==> config.mk <==
export PLATFORM = sky130hd
export DESIGN_NAME = pword_sender
export DESIGN_NICKNAME = d
export VERILOG_FILES = /design/src/rtl/pword_sender_pkg.sv /design/src/rtl/pword_sender_pulse_edge.sv /design/src/rtl/pword_sender.sv
export SDC_FILE = /design/constraint.sdc
export NUM_CORES = 1
export LEC_CHECK = 0
export BUFFER_PORTS_ARGS = -buffer_cell sky130_fd_sc_hd__buf_2
export CORE_MARGIN = 3
export CORE_UTILIZATION = 50
export CTS_CLUSTER_SIZE = 30
export DETAILED_ROUTE_END_ITERATION = 16
export PLACE_DENSITY = 0.78
export SKIP_CTS_REPAIR_TIMING = 1
export SLEW_MARGIN = 20
export SYNTH_ARGS = -nofsm -noshare
export SYNTH_HDL_FRONTEND = slang
export SYNTH_HIERARCHICAL = 1
export SYNTH_SLANG_ARGS = --single-unit
==> constraint.sdc <==
create_clock -name CLK -period 4.5 [get_ports CLK]
set_input_delay 0 -clock CLK [delete_from_list [all_inputs] [get_ports CLK]]
set_output_delay 0 -clock CLK [all_outputs]
set_load 0.02 [all_outputs]
==> src/rtl/pword_sender_pkg.sv <==
// ---------------------------------------------------------------------------
// pword_sender_pkg
// Shared definitions for the login path: the user-side sender (pword_sender)
// and the access block that receives its pword/pword_enter strobes.
//   - state_e      : 3-bit state encoding of the sender FSM
//   - DIGIT_W      : width of one password digit
//   - DEF_*        : default attempt length and timing limits
//   - max3()       : helper used to size the shared timer
// ---------------------------------------------------------------------------
package pword_sender_pkg;

  localparam int DIGIT_W = 4;

  // Default attempt shape and timing, in clock cycles.
  localparam int DEF_DIGITS    = 4;
  localparam int DEF_GAP       = 2;
  localparam int DEF_TIMEOUT   = 1000;
  localparam int DEF_RESP_WAIT = 4;

  typedef enum logic [2:0] {
    ST_IDLE       = 3'd0,
    ST_SEND       = 3'd1,
    ST_GAP        = 3'd2,
    ST_WAIT_DIGIT = 3'd3,
    ST_CHECK      = 3'd4,
    ST_LOGGED_IN  = 3'd5,
    ST_FAIL       = 3'd6,
    ST_TMO        = 3'd7
  } state_e;

  function automatic int max3(input int a, input int b, input int c);
    int m;
    m = a;
    if (b > m) m = b;
    if (c > m) m = c;
    return m;
  endfunction

endpackage

==> src/rtl/pword_sender_pulse_edge.sv <==
// ---------------------------------------------------------------------------
// pulse_edge
// Registered rising-edge detector with synchronous active-high reset.
// The level is registered once; rise is high for exactly the cycle in which
// the level is 1 and the registered copy is still 0, so a held level gives a
// single rise. Reusable for any already-debounced player button.
// Ports:
//   CLK   in  clock
//   RST   in  synchronous active-high reset (clears the registered copy)
//   level in  debounced level input
//   rise  out one-cycle rising-edge indication (combinational from level)
// ---------------------------------------------------------------------------
module pulse_edge (
  input  logic CLK,
  input  logic RST,
  input  logic level,
  output logic rise
);

  logic level_q;

  always_ff @(posedge CLK) begin
    if (RST) level_q <= 1'b0;
    else     level_q <= level;
  end

  assign rise = level & ~level_q;

endmodule

==> src/rtl/pword_sender.sv <==
// ---------------------------------------------------------------------------
// pword_sender
// User-side transmitter for the access login interface. Each accepted press
// of digit_btn emits one single-cycle pword_enter strobe carrying digit_in,
// with at least GAP+2 cycles between strobes. After DIGITS digits it watches
// pass_green for RESP_WAIT cycles and reports login_ok or login_fail. Too
// long a pause between digits gives timeout_flag. Failed and timed-out
// attempts also pulse abort so the top level can reset the access block.
//
// Strobe interface: pword_enter is a valid-only strobe with no ready; the
// receiver must accept pword in the one cycle pword_enter is high. pword is
// meaningful only in that cycle and otherwise holds its last value.
//
// Ports:
//   CLK          in   clock, rising edge
//   RST          in   synchronous active-high reset
//   digit_in     in   digit switches, captured on an accepted press
//   digit_btn    in   debounced enter button level
//   pass_green   in   login granted from the access block
//   pword        out  digit presented to the access block
//   pword_enter  out  one-cycle strobe qualifying pword
//   digit_count  out  digits sent in the current attempt
//   busy         out  attempt in progress (first digit through result)
//   login_ok     out  level, high while logged in
//   login_fail   out  one-cycle pulse on a rejected attempt
//   timeout_flag out  one-cycle pulse on an inter-digit timeout
//   abort        out  one-cycle pulse after a failed or timed-out attempt
//   state_dbg    out  current FSM state (state_e encoding)
// ---------------------------------------------------------------------------
module pword_sender
  import pword_sender_pkg::*;
#(
  parameter int DIGITS    = DEF_DIGITS,    // 1..7
  parameter int GAP       = DEF_GAP,       // >= 1
  parameter int TIMEOUT   = DEF_TIMEOUT,   // >= 1
  parameter int RESP_WAIT = DEF_RESP_WAIT  // >= 1
) (
  input  logic               CLK,
  input  logic               RST,
  input  logic [DIGIT_W-1:0] digit_in,
  input  logic               digit_btn,
  input  logic               pass_green,
  output logic [DIGIT_W-1:0] pword,
  output logic               pword_enter,
  output logic [2:0]         digit_count,
  output logic               busy,
  output logic               login_ok,
  output logic               login_fail,
  output logic               timeout_flag,
  output logic               abort,
  output logic [2:0]         state_dbg
);

  // One timer is shared by GAP, WAIT_DIGIT and CHECK; it only ever counts
  // up to (limit-1) of the state it serves, so it never wraps.
  localparam int TMAX = max3(GAP, TIMEOUT, RESP_WAIT);
  localparam int TW   = (TMAX < 2) ? 1 : $clog2(TMAX);

  localparam logic [TW-1:0] GAP_LAST  = TW'(GAP - 1);
  localparam logic [TW-1:0] TMO_LAST  = TW'(TIMEOUT - 1);
  localparam logic [TW-1:0] RESP_LAST = TW'(RESP_WAIT - 1);
  localparam logic [2:0]    DIGITS_C  = 3'(DIGITS);

  state_e        state;
  logic [TW-1:0] timer;
  logic          press;
  logic [2:0]    cnt_next;

  pulse_edge u_btn_edge (
    .CLK   (CLK),
    .RST   (RST),
    .level (digit_btn),
    .rise  (press)
  );

  assign cnt_next  = digit_count + 3'd1;
  assign state_dbg = state;

  always_ff @(posedge CLK) begin
    if (RST) begin
      state        <= ST_IDLE;
      timer        <= '0;
      pword        <= '0;
      pword_enter  <= 1'b0;
      digit_count  <= 3'd0;
      busy         <= 1'b0;
      login_ok     <= 1'b0;
      login_fail   <= 1'b0;
      timeout_flag <= 1'b0;
      abort        <= 1'b0;
    end else begin
      // Pulse outputs default low; they are set only on entry to the state
      // that owns them, which makes each exactly one cycle long.
      pword_enter  <= 1'b0;
      login_fail   <= 1'b0;
      timeout_flag <= 1'b0;
      abort        <= 1'b0;

      case (state)
        ST_IDLE: begin
          if (press) begin
            pword       <= digit_in;
            pword_enter <= 1'b1;
            busy        <= 1'b1;
            state       <= ST_SEND;
          end
        end

        ST_SEND: begin
          digit_count <= cnt_next;
          timer       <= '0;
          if (cnt_next == DIGITS_C) state <= ST_CHECK;
          else                      state <= ST_GAP;
        end

        // Presses are not acted on here, but the edge detector keeps
        // tracking the button, so a press held through GAP is not replayed.
        ST_GAP: begin
          if (timer == GAP_LAST) begin
            timer <= '0;
            state <= ST_WAIT_DIGIT;
          end else begin
            timer <= timer + 1'b1;
          end
        end

        // Timeout is tested first so it wins over a press in the same cycle.
        ST_WAIT_DIGIT: begin
          if (timer == TMO_LAST) begin
            timeout_flag <= 1'b1;
            abort        <= 1'b1;
            digit_count  <= 3'd0;
            busy         <= 1'b0;
            state        <= ST_TMO;
          end else if (press) begin
            pword       <= digit_in;
            pword_enter <= 1'b1;
            state       <= ST_SEND;
          end else begin
            timer <= timer + 1'b1;
          end
        end

        ST_CHECK: begin
          if (pass_green) begin
            login_ok <= 1'b1;
            busy     <= 1'b0;
            state    <= ST_LOGGED_IN;
          end else if (timer == RESP_LAST) begin
            login_fail  <= 1'b1;
            abort       <= 1'b1;
            digit_count <= 3'd0;
            busy        <= 1'b0;
            state       <= ST_FAIL;
          end else begin
            timer <= timer + 1'b1;
          end
        end

        // Digit count is cleared on logout so the next attempt starts at 0.
        ST_LOGGED_IN: begin
          if (!pass_green) begin
            login_ok    <= 1'b0;
            digit_count <= 3'd0;
            state       <= ST_IDLE;
          end
        end

        ST_FAIL: state <= ST_IDLE;
        ST_TMO:  state <= ST_IDLE;

        default: state <= ST_IDLE;
      endcase
    end
  end

endmodule

==> flow_summary.toml <==
[power]
cellInternalPower_mw = 0.332
vdd_ir_drop_max_uv = 172
switching_power_mw = 0.156
power_switching_share_pct = 32.0
clkPwrFrac_pct = 22.3
sequential_power_share_pct = 54.2
power_per_cell_area_mw_per_mm2 = 274
comb_power_share_pct = 23.5
leakagePower_nw = 0.723

[worst_setup_path]
setup.worst_path.end_class = "flip-flop"
slowest_delay_ns = 0.49
worst_setup_path_start_kind = "flip-flop"
worst_r2r_startpoint = "timer[1]"
critPathMaxFanout = 9
worst-path-buf-inv = 1
timing.critical_path.max_delay_family = "simple AND/OR/NAND/NOR gates"
slowest_stage = "a311oi_1"
criticalPathCategory = "reg2reg"
critPathLaunch = "timer[1]"
timing.critical_path.required_ns = 4.78
timing.reg2reg.worst_path_depth = 7
arrival_worst_endpoint_ns = 2.39
critical_path.cell_chain = "inv_1 > ha_1 > nor3b_1 > a311oi_1 > nor2_2 > or4_1 > a21oi_1"
critical_path.reg2reg.endpoint = "timer[1]"
setup.reg_to_reg.worst_slack_ns = 2.38

[drt]
detail_route.vias_per_cell = 6.05
first_iter_violations = 105
dr.pass1.iters = 4
wire_per_inst_um = 14.9
num_vias = 1469
total_wire_length_after_detailed_routing_mm = 3.63
antenna_left = 0
drc = 0

[layout]
final_cells = 243
multi_input_comb_area_um2 = 958
finalInstanceArea_mm2 = 0.00178
ff_latch_area_um2 = 541
antenna_cells = 0
fillerInstances = 242
share_of_cells_above_drive_strength_1_pct = 20.4
area.growth.synth_to_final_pct = 14.0
finalNetCount = 214

[sta]
finalHoldViolCount = 0
tightest_slew_ns = 0.519
tns_ns = 0
clock_skew_ns = 0.0121
drv_slew = 0
slew-limit-headroom_pct = 65.3
finalCriticalPeriod_ns = 2.12
rsz0062_at_grt = "false"
fin_crit_sh_pct = 47.1
setup-violations-final = 0
max_freq_mhz = 472

[flow_run]
timing.max_cap.violations = 0

[synth]
synth_enable_flop_cells = 0
synth.lib_cells_used.distinct = 51
syn-num-nets = 188
avgSynthCellArea_um2 = 8.89
ys_ff_latch = 27
post_synth_inst_count = 176
total_of_warnings_raised_by_yosys = 6
netlist_area_mm2 = 0.00156
asyncSetResetFlopFracSynth_pct = 0
postSynth.topFlopCell = "dfxtp_1"
synth_sequential_area_ratio_pct = 34.6

[worst_hold_path]
hp-class = "in2reg"
hold_start = "RST"
min_delay_path_depth = 2
hold_path_end = "timeout_flag"

[global_route]
overall_overflow_remaining_after_global_route = 0
grt_pass1_wl_mm = 6.10
vias_in_the_first_global_route = 1391
antenna_found_initial = 0
grt_max_degree = 25
gr-usage-all-layers_pct = 21.1

[place]
gpl.final_weighted_congestion = 0.907
placed_cells = 233
io_buffer_count = 23
cell_area_reported_after_detailed_placement_mm2 = 0.00169
hpwl_detailed_mm = 2.70

[floorplan]
top_level_ports = 24
initial_utilization_pct = 54.4
die_w_um = 61.9
core_region_area_mm2 = 0.00288
rows = 19
fp.dieH_um = 61.9
floorplan.die_area_mm2 = 0.00384

[cts]
number_of_h_tree_branching_levels = 1
clockBufferDepth = 2
clkLatencyLatePin_ns = 0.33
tritoncts_num_sinks = 27
tritoncts.num_buffers = 3
clockRootBuffer = "clkbuf_4"
tritoncts = "done"
clk_pin_slew_worst_paths_ns = 0.16

[status]
run_status = "completed"
-- how the worst max path moves through the flow --
| stage | depth (start not counted) | to |
|---|---|---|
| 2_1_floorplan | 6 | digit_count[2] |
| 3_3_place_gp | 7 | timer[0] |
| 3_5_place_dp | 7 | timer[1] |
| 4_1_cts | 7 | timer[1] |
| 5_1_grt | 7 | timer[1] |
| 6_report | 7 | timer[1] |
-- cell usage in the layout, fill, tap and decap left out, types with 7 or more instances in the layout --
cell     count
buf_2       23
a32o_1       7
nand2_1     14
nor2_1      16
inv_1        7
a21oi_1      8
dfxtp_1     27
-- registers in the layout, indices dropped and copies added (netlist names) --
| register | cells |
|---|---|
| timer | 10 |
| pword | 4 |
| digit_count | 3 |
| state_dbg | 3 |
| abort | 1 |
| busy | 1 |
| login_fail | 1 |
| login_ok | 1 |
| pword_enter | 1 |
| timeout_flag | 1 |
| u_btn_edge/level_q | 1 |
-- cells by family (layout without fill, tap and decap cells) --
family	count (synthesis)	after routing	synth area share [%]
AND/OR/NAND/NOR	76	76	31.0
AO/OA/AOI/OAI	47	47	22.6
flip-flops	27	27	34.6
buffers and inverters	15	40	4.16
multiplexers	6	6	3.84
adder cells (fa/ha/maj)	4	4	3.20
XOR/XNOR	1	1	0.560
-- power by group through the flow --
stage	Combinational (mW)	Sequential, mW	Clock (mW)
after CTS	0.112	0.264	0.110
after floorplan	0.0784	0.274	0
final	0.115	0.265	0.109
after global routing	0.129	0.267	0.123
after global placement	0.107	0.268	0
after detailed placement	0.112	0.269	0
-- worst register-to-register path: cells and delay by family (launching register included) --
family / cells / cell delay, ns
AO/OA/AOI/OAI: 2 / 0.63
adder cells (fa/ha/maj): 1 / 0.19
buffers and inverters: 1 / 0.06
flip-flops: 1 / 0.41
AND/OR/NAND/NOR: 3 / 0.77
-- cells in the mapped netlist, types with 2 or more instances --
library cell / instances / area, um2
a21oi_1: 8 / 40.0
inv_1: 7 / 26.3
ha_1: 4 / 50.1
nor3_1: 5 / 25.0
clkbuf_1: 6 / 22.5
a32o_1: 7 / 70.1
and3_1: 6 / 37.5
nand2_1: 14 / 52.6
nand4_1: 2 / 12.5
nor4_1: 2 / 12.5
mux2i_1: 6 / 60.1
and2_1: 3 / 18.8
o21ai_0: 6 / 30.0
a31oi_1: 6 / 37.5
nor2b_4: 2 / 27.5
o211a_1: 2 / 20.0
nand3_1: 3 / 15.0
nor2_1: 16 / 60.1
o211ai_1: 6 / 45.0
or4_1: 2 / 15.0
dfxtp_1: 27 / 541
nor3_4: 2 / 32.5
nand4bb_1: 2 / 22.5
nor3b_1: 5 / 37.5
-- per-stage QoR --
step	setup WS [ns]	power [mW]	hold WS, ns	utilization [%]
final	2.38	0.489	0.0940	62.0
after global routing	2.26	0.518	0.111	62.0
after CTS	2.42	0.486	-0.108	59.9
after detailed placement	2.47	0.381	0.244	58.9
after global placement	2.58	0.375	0.234	58.9
after floorplan	2.61	0.353	0.0643	-
-- area by class of cell --
type                       instances  area share (%)
inverter                           7            1.47
clock buffer                       3            1.26
sequential                        27            30.3
clock inverter                     1           0.421
tap                               42            2.95
multi-input combinational        134            53.8
timing repair buffer              29            9.82
-- per-layer routing --
layer  vias up  GRT usage (%)  wire [um]
met5         -              0          0
met4         0           8.18         27
met3         4           3.72        200
met2        56           36.0       1820
met1       692           26.3       1580
li1        717              -          -
No activity file was read; power rests on OpenSTA's default activity.
